==> src/rtl/dm_arbiter_pkg.sv <==
// Shared types and constants for the D-mem port arbiter.
package dm_arbiter_pkg;
  localparam int ADDR_W = 64;
  localparam int DATA_W = 64;
  localparam int MASK_W = 8;

  localparam logic DMARB_OWNER_LSP = 1'b0;
  localparam logic DMARB_OWNER_AUX = 1'b1;

  typedef enum logic {
    IDLE   = 1'b0,
    LOCKED = 1'b1
  } lock_state_e;

  typedef struct packed {
    logic [ADDR_W-1:0] addr;
    logic [DATA_W-1:0] wdata;
    logic [MASK_W-1:0] wmask;
    logic              wen;
  } dmarb_req_t;
endpackage

==> src/rtl/dm_arbiter_if.sv <==
// Request/response bundle for one D-mem port; master issues requests, slave answers.
interface dm_arbiter_if;
  import dm_arbiter_pkg::*;

  logic [ADDR_W-1:0] req_addr;
  logic [DATA_W-1:0] req_wdata;
  logic [MASK_W-1:0] req_wmask;
  logic              req_wen;
  logic              req_valid;
  logic              req_ready;
  logic [DATA_W-1:0] resp_rdata;
  logic              resp_valid;

  modport master (
    output req_addr, req_wdata, req_wmask, req_wen, req_valid,
    input  req_ready, resp_rdata, resp_valid
  );

  modport slave (
    input  req_addr, req_wdata, req_wmask, req_wen, req_valid,
    output req_ready, resp_rdata, resp_valid
  );
endinterface

==> src/rtl/dm_arbiter_owner_fifo.sv <==
// 1-bit owner FIFO tracking which requester each outstanding D-mem access belongs to.
module dm_arbiter_owner_fifo #(
  parameter int DEPTH = 4,
  parameter int CNT_W = $clog2(DEPTH) + 1
) (
  input  logic             clk,
  input  logic             rst,
  input  logic             push,
  input  logic             din,
  input  logic             pop,
  output logic             dout,
  output logic             full,
  output logic             empty,
  output logic [CNT_W-1:0] count
);
  localparam int PTR_W = $clog2(DEPTH);

  logic [DEPTH-1:0] mem;
  logic [PTR_W-1:0] wr_ptr, rd_ptr;
  logic             do_push, do_pop;

  assign full    = (count == CNT_W'(DEPTH));
  assign empty   = (count == '0);
  assign do_push = push & ~full;
  assign do_pop  = pop & ~empty;
  assign dout    = mem[rd_ptr];

  // DEPTH is a power of two, so pointers wrap by natural overflow
  always_ff @(posedge clk or negedge rst) begin
    if (!rst) begin
      mem    <= '0;
      wr_ptr <= '0;
      rd_ptr <= '0;
      count  <= '0;
    end else begin
      if (do_push) begin
        mem[wr_ptr] <= din;
        wr_ptr      <= wr_ptr + 1'b1;
      end
      if (do_pop) rd_ptr <= rd_ptr + 1'b1;
      case ({do_push, do_pop})
        2'b10:   count <= count + 1'b1;
        2'b01:   count <= count - 1'b1;
        default: count <= count;
      endcase
    end
  end
endmodule

==> src/rtl/dm_arbiter.sv <==
// Two-requester D-mem arbiter with grant lock and in-order response routing.
// Optional round-robin priority: define DMARB_ROUND_ROBIN_EN (default is fixed, port 0 first).
module dm_arbiter
  import dm_arbiter_pkg::*;
#(
  parameter int MAX_OUTSTANDING = 4,
  parameter int CNT_W           = $clog2(MAX_OUTSTANDING) + 1
) (
  input  logic         clk,
  input  logic         rst,
  dm_arbiter_if.slave  p0,
  dm_arbiter_if.slave  p1,
  dm_arbiter_if.master dm,
  output logic         dmarb_busy,
  output logic         dmarb_err
);
  dmarb_req_t [1:0] req;
  logic       [1:0] req_valid;

  lock_state_e state_q, state_d;
  logic        owner_q, owner_d;
  logic        pref_sel, sel;
  logic        can_grant, hs, pop, proto_err;
  logic        head, full, empty;
  logic [CNT_W-1:0] count;

  assign req[0] = '{addr: p0.req_addr, wdata: p0.req_wdata, wmask: p0.req_wmask, wen: p0.req_wen};
  assign req[1] = '{addr: p1.req_addr, wdata: p1.req_wdata, wmask: p1.req_wmask, wen: p1.req_wen};
  assign req_valid = {p1.req_valid, p0.req_valid};

`ifdef DMARB_ROUND_ROBIN_EN
  logic rr_q;

  assign pref_sel = req_valid[rr_q] ? rr_q : ~rr_q;

  always_ff @(posedge clk or negedge rst) begin
    if (!rst)    rr_q <= DMARB_OWNER_LSP;
    else if (hs) rr_q <= ~sel;
  end
`else
  assign pref_sel = req_valid[0] ? DMARB_OWNER_LSP : DMARB_OWNER_AUX;
`endif

  // Registered count only: a pop in this cycle frees its slot next cycle
  assign can_grant = rst & ~full;
  assign sel       = (state_q == LOCKED) ? owner_q : pref_sel;

  assign dm.req_addr  = req[sel].addr;
  assign dm.req_wdata = req[sel].wdata;
  assign dm.req_wmask = req[sel].wmask;
  assign dm.req_wen   = req[sel].wen;
  assign dm.req_valid = can_grant & req_valid[sel];
  assign hs           = dm.req_valid & dm.req_ready;

  assign p0.req_ready = can_grant & dm.req_ready & (sel == DMARB_OWNER_LSP);
  assign p1.req_ready = can_grant & dm.req_ready & (sel == DMARB_OWNER_AUX);

  assign pop           = dm.resp_valid & ~empty;
  assign p0.resp_valid = pop & (head == DMARB_OWNER_LSP);
  assign p1.resp_valid = pop & (head == DMARB_OWNER_AUX);
  assign p0.resp_rdata = dm.resp_rdata;
  assign p1.resp_rdata = dm.resp_rdata;

  assign dmarb_busy = (count != '0) | dm.req_valid;

  always_comb begin
    state_d   = state_q;
    owner_d   = owner_q;
    proto_err = 1'b0;
    case (state_q)
      IDLE: begin
        if (dm.req_valid && !dm.req_ready) begin
          state_d = LOCKED;
          owner_d = sel;
        end
      end
      LOCKED: begin
        if (hs) begin
          state_d = IDLE;
        end else if (!req_valid[owner_q]) begin
          state_d   = IDLE;
          proto_err = 1'b1;
        end
      end
      default: state_d = IDLE;
    endcase
  end

  always_ff @(posedge clk or negedge rst) begin
    if (!rst) begin
      state_q   <= IDLE;
      owner_q   <= DMARB_OWNER_LSP;
      dmarb_err <= 1'b0;
    end else begin
      state_q   <= state_d;
      owner_q   <= owner_d;
      dmarb_err <= dmarb_err | proto_err | (dm.resp_valid & empty);
    end
  end

  dm_arbiter_owner_fifo #(
    .DEPTH (MAX_OUTSTANDING),
    .CNT_W (CNT_W)
  ) u_owner_fifo (
    .clk   (clk),
    .rst   (rst),
    .push  (hs),
    .din   (sel),
    .pop   (pop),
    .dout  (head),
    .full  (full),
    .empty (empty),
    .count (count)
  );
endmodule

==> src/flat_wrapper.sv <==
// flat-port wrapper written by rule: the top's interface ports become plain ports
module dm_arbiter_flat import dm_arbiter_pkg::*;
#(
  parameter int MAX_OUTSTANDING = 4,
  parameter int CNT_W           = $clog2(MAX_OUTSTANDING) + 1
)
  (clk, rst, dmarb_busy, dmarb_err, p0_req_addr, p0_req_wdata, p0_req_wmask, p0_req_wen, p0_req_valid, p0_req_ready, p0_resp_rdata, p0_resp_valid, p1_req_addr, p1_req_wdata, p1_req_wmask, p1_req_wen, p1_req_valid, p1_req_ready, p1_resp_rdata, p1_resp_valid, dm_req_addr, dm_req_wdata, dm_req_wmask, dm_req_wen, dm_req_valid, dm_req_ready, dm_resp_rdata, dm_resp_valid);
  dm_arbiter_if p0_i ();
  dm_arbiter_if p1_i ();
  dm_arbiter_if dm_i ();
  input  logic clk;
  input  logic rst;
  output logic dmarb_busy;
  output logic dmarb_err;
  input wire logic [$bits(p0_i.req_addr)-1:0] p0_req_addr;
  input wire logic [$bits(p0_i.req_wdata)-1:0] p0_req_wdata;
  input wire logic [$bits(p0_i.req_wmask)-1:0] p0_req_wmask;
  input wire logic [$bits(p0_i.req_wen)-1:0] p0_req_wen;
  input wire logic [$bits(p0_i.req_valid)-1:0] p0_req_valid;
  output wire logic [$bits(p0_i.req_ready)-1:0] p0_req_ready;
  output wire logic [$bits(p0_i.resp_rdata)-1:0] p0_resp_rdata;
  output wire logic [$bits(p0_i.resp_valid)-1:0] p0_resp_valid;
  input wire logic [$bits(p1_i.req_addr)-1:0] p1_req_addr;
  input wire logic [$bits(p1_i.req_wdata)-1:0] p1_req_wdata;
  input wire logic [$bits(p1_i.req_wmask)-1:0] p1_req_wmask;
  input wire logic [$bits(p1_i.req_wen)-1:0] p1_req_wen;
  input wire logic [$bits(p1_i.req_valid)-1:0] p1_req_valid;
  output wire logic [$bits(p1_i.req_ready)-1:0] p1_req_ready;
  output wire logic [$bits(p1_i.resp_rdata)-1:0] p1_resp_rdata;
  output wire logic [$bits(p1_i.resp_valid)-1:0] p1_resp_valid;
  output wire logic [$bits(dm_i.req_addr)-1:0] dm_req_addr;
  output wire logic [$bits(dm_i.req_wdata)-1:0] dm_req_wdata;
  output wire logic [$bits(dm_i.req_wmask)-1:0] dm_req_wmask;
  output wire logic [$bits(dm_i.req_wen)-1:0] dm_req_wen;
  output wire logic [$bits(dm_i.req_valid)-1:0] dm_req_valid;
  input wire logic [$bits(dm_i.req_ready)-1:0] dm_req_ready;
  input wire logic [$bits(dm_i.resp_rdata)-1:0] dm_resp_rdata;
  input wire logic [$bits(dm_i.resp_valid)-1:0] dm_resp_valid;
  assign p0_i.req_addr = p0_req_addr;
  assign p0_i.req_wdata = p0_req_wdata;
  assign p0_i.req_wmask = p0_req_wmask;
  assign p0_i.req_wen = p0_req_wen;
  assign p0_i.req_valid = p0_req_valid;
  assign p0_req_ready = p0_i.req_ready;
  assign p0_resp_rdata = p0_i.resp_rdata;
  assign p0_resp_valid = p0_i.resp_valid;
  assign p1_i.req_addr = p1_req_addr;
  assign p1_i.req_wdata = p1_req_wdata;
  assign p1_i.req_wmask = p1_req_wmask;
  assign p1_i.req_wen = p1_req_wen;
  assign p1_i.req_valid = p1_req_valid;
  assign p1_req_ready = p1_i.req_ready;
  assign p1_resp_rdata = p1_i.resp_rdata;
  assign p1_resp_valid = p1_i.resp_valid;
  assign dm_req_addr = dm_i.req_addr;
  assign dm_req_wdata = dm_i.req_wdata;
  assign dm_req_wmask = dm_i.req_wmask;
  assign dm_req_wen = dm_i.req_wen;
  assign dm_req_valid = dm_i.req_valid;
  assign dm_i.req_ready = dm_req_ready;
  assign dm_i.resp_rdata = dm_resp_rdata;
  assign dm_i.resp_valid = dm_resp_valid;
  dm_arbiter #(.MAX_OUTSTANDING(MAX_OUTSTANDING), .CNT_W(CNT_W)) u_core (.clk(clk), .rst(rst), .p0(p0_i), .p1(p1_i), .dm(dm_i), .dmarb_busy(dmarb_busy), .dmarb_err(dmarb_err));
endmodule
==> config.mk <==
export PLATFORM = sky130hd
export DESIGN_NAME = dm_arbiter_flat
export DESIGN_NICKNAME = d
export VERILOG_FILES = /design/src/rtl/dm_arbiter_pkg.sv /design/src/rtl/dm_arbiter_if.sv /design/src/rtl/dm_arbiter_owner_fifo.sv /design/src/rtl/dm_arbiter.sv /design/src/flat_wrapper.sv
export SDC_FILE = /design/constraint.sdc
export NUM_CORES = 1
export LEC_CHECK = 0
export CAP_MARGIN = 10
export CORE_AREA = 2 2 238 240
export DETAILED_ROUTE_END_ITERATION = 8
export DIE_AREA = 0 0 240 242
export HOLD_SLACK_MARGIN = 0.1
export PLACE_DENSITY = 0.31
export SLEW_MARGIN = 30
export SYNTH_ARGS = -nofsm -noshare
export SYNTH_HDL_FRONTEND = slang
export SYNTH_SLANG_ARGS = --single-unit
==> constraint.sdc <==
create_clock -name clk -period 2.7 [get_ports clk]
set_input_delay 0.405 -clock clk [delete_from_list [all_inputs] [get_ports clk]]
set_output_delay 0.405 -clock clk [all_outputs]
set_load 0.02 [all_outputs]
==> metrics.md <==
| Metric | Value |
|---|---|
| Drt pass-1 iters | 4 |
| Cell row count | 87 |
| Setup TNS | 0 ps |
| # DRC | 0 |
| Port bufs | 423 |
| H-tree Lvls | 1 |
| Nature of the critical path endpoint | primary output |
| Hold_buf cts | 0 |
| CP required | 2300 ps |
| Vias/cell | 2.84 |
| DP Area | 8090 um^2 |
| Reg-to-reg startpoint | u_core.u_owner_fifo.count[0] |
| Slew @ Worst Pin | 293 ps |
| Worst r2r dst | u_core.u_owner_fifo.count[2] |
| Final Skew | 2.59 ps |
| Core Box Area | 55700 um^2 |
| Setup crit end | dm_req_wdata[19] |
| Initial Util | 0.0626 |
| DRT antenna net count | 0 |
| Fmax | 0.392 GHz |
| Setup ws final | 152 ps |
| Die height | 242 um |
| Largest net degree at the start of global routing | 28 |
| Dpl hpwl | 23700 um |
| Fill count | 6519 |
| First-pass GRT wire length | 34500 um |
| Final Wtd Congestion | 0.786 |
| Status | completed |
| Post-synthesis simple-gate area fraction | 0.485 |
| Xor-xnor portion of the synthesized cell area | 0.0151 |
| Worst-Skew Late Latency | 240 ps |
| Share of cells above drive strength 1 | 0.0772 |
| Lkg Pwr | 3.92 nW |
| Reg2reg setup slack | 380 ps |
| Area share of fa/ha/maj cells after synthesis | 0.0237 |
| I/O pin cnt | 616 |
| Pins Over Slew Limit | 0 |
| Crit path max fanout | 18 |
| Post-synthesis compound-gate area fraction | 0.0215 |
| Drt wl/cell | 15.3 um |
| Synth cell types | 32 |
| HP Class | reg2reg |
| Ys flop type | dfrtp_1 |
| Register area share after synthesis | 0.100 |
| Max_cap viols | 0 |
| Tmin final | 2550 ps |
| Root Buffer | clkbuf_16 |
| Worst slack at placement | -69.7 ps |
| Syn_area_per_cell | 5.40 um^2 |
| Post-synth EDFFs | 0 |
| Mux cell area share after synthesis | 0.0294 |
| Endpoints failing setup | 0 |
| Relative slew margins | 0.804 |
| Asr flop ratio synth | 1.00 |
| Path depth of the worst reg2reg path | 10 |
| Final hold vios | 0 |
| Launch point of the worst path | u_core.state_q |
| Gr usage total | 0.0824 |
| Hold Slack | 470 ps |
| Die width | 240 um |
| Die ar. | 58100 um^2 |
| Power per standard cell area | 677 nW/um^2 |
| Main combinational cell family by area after synthesis | simple AND/OR/NAND/NOR gates |
| Initial antenna violation count | 7 |
| VDD IR-drop max | 0.247 mV |
| Yosys reg bits | 14 |
| DR vias | 4916 |
| Final Net Count | 1323 |
| Syn nets | 996 |
| Vias in the first global route | 5043 |
| CTS sink cnt | 14 |
| Synth-to-layout area growth | 134% |
| Synthesized instance count | 646 |
| Finished Core Util | 0.146 |
| Arrival @ worst endpoint | 2140 ps |
| Total CTS buffers | 3 |
| WS Path Type | reg2out |
| Grt ovf | 0 |
| Clk buf depth | 2 |
| Synth warn | 0 |
| Reg clk slew, reported paths | 50 ps |
| Worst Setup Start Kind | register |
| TritonCTS clock tree | yes |
| Routed wire length | 26400 um |
| Final period util | 0.944 |
| RSZ-0062 raised after global routing | false |
| Post-layout instance area | 8160 um^2 |
| Initial DRC count | 94 |
| Synth Cell Area | 3490 um^2 |
-- where the power goes --
group,total [mW],leakage [nW],switching [mW],internal [mW]
logic,4.80,3.71,2.58,2.22
clock network,0.313,0.0442,0.0881,0.225
registers,0.407,0.165,0.0963,0.311
-- Yosys cell counts (2+ instances only) --
cell type,count,area share
nand2_1,418,0.45
buf_4,128,0.28
buf_2,24,0.034
dfrtp_1,14,0.10
clkbuf_1,7,0.0075
inv_1,7,0.0075
ha_1,5,0.018
nor2_1,5,0.0054
nor3_1,5,0.0072
mux2_1,4,0.013
xnor2_1,4,0.010
and2_1,2,0.0036
mux2i_1,2,0.0057
nand2b_1,2,0.0036
xor2_1,2,0.0050
-- how the worst min path moves through the flow --
stage	start	to	cells after the start
2_1_floorplan	rst	u_core.dmarb_err	0
3_3_place_gp	u_core.dmarb_err	u_core.dmarb_err	1
3_5_place_dp	u_core.dmarb_err	u_core.dmarb_err	1
4_1_cts	u_core.dmarb_err	u_core.dmarb_err	1
5_1_grt	u_core.dmarb_err	u_core.dmarb_err	1
6_report	u_core.dmarb_err	u_core.dmarb_err	1
-- metal layers --
layer  vias up  global-route usage  wire length [um]
met5         -             0.00505                72
met4         6              0.0424              1520
met3        38              0.0452              3730
met2       378               0.150             12700
met1      2023              0.0713              8390
li1       2471                   -                 -
-- layout by cell type, fill, tap and decap left out, drive strengths merged, types with 2 or more instances in the layout --
cell type and count:
o21ai 2, xnor2 4, ha 5, clkbuf 5, clkdlybuf4s50 317, inv 7, diode 2, dlygate4sd2 86
xor2 2, dlymetal6s2s 17, mux2 5, dfrtp 14, mux2i 2, nand2 418, a21oi 2, nand2b 2
nor3 5, and2 2, nor2 5, buf 60
-- metrics by stage --
step / cells / total power [mW]
after global routing: 1729 / 6.01
after floorplan: 646 / 3.01
after detailed placement: 1722 / 5.58
final: 1730 / 5.52
after CTS: 1726 / 5.61
after global placement: 1722 / 5.62
-- critical path, cell delays in order, from the launching register on --
cell and delay (ps):
dfrtp_1 460, nand2_1 170, o21a_4 180, buf_12 180, buf_4 170, nand2_1 70, nand2_1 60, clkdlybuf4s50_1 600
-- layout make-up --
cell class	instances	area (um^2)	share of cell area
Inverter	7	26.3	0.00322
Timing Repair Buffer	481	4710	0.578
Antenna cell	2	5.00	0.000614
Clock buffer	4	88.8	0.0109
Tap cell	756	946	0.116
Sequential cell	14	350	0.0430
Multi-Input combinational cell	466	2030	0.248
-- logic make-up (layout without fill, tap and decap cells) --
kind of cell / after synthesis / in the layout
simple gates: 437 / 437
buf+inv: 166 / 492
flops: 14 / 14
compound gates: 9 / 9
mux: 8 / 8
fa+ha+maj: 6 / 6
xor+xnor: 6 / 6
other cells: 0 / 2
-- state kept, by name (all words and copies together) (netlist names) --
name and count:
u_core.u_owner_fifo.rd_ptr 2, u_core.u_owner_fifo.count 3, u_core.state_q 1, u_core.dmarb_err 1
u_core.u_owner_fifo.mem 4, u_core.u_owner_fifo.wr_ptr 2, u_core.owner_q 1
-- timing repair --
action / 4_1_cts / 5_1_grt
gates cloned: 0 / 1
pin swaps: 0 / 1
gates resized for setup: 86 / 18
buffers inserted: 0 / 1
endpoints found under the setup margin: 86 / 50
Power figures use the tool's default switching activity.
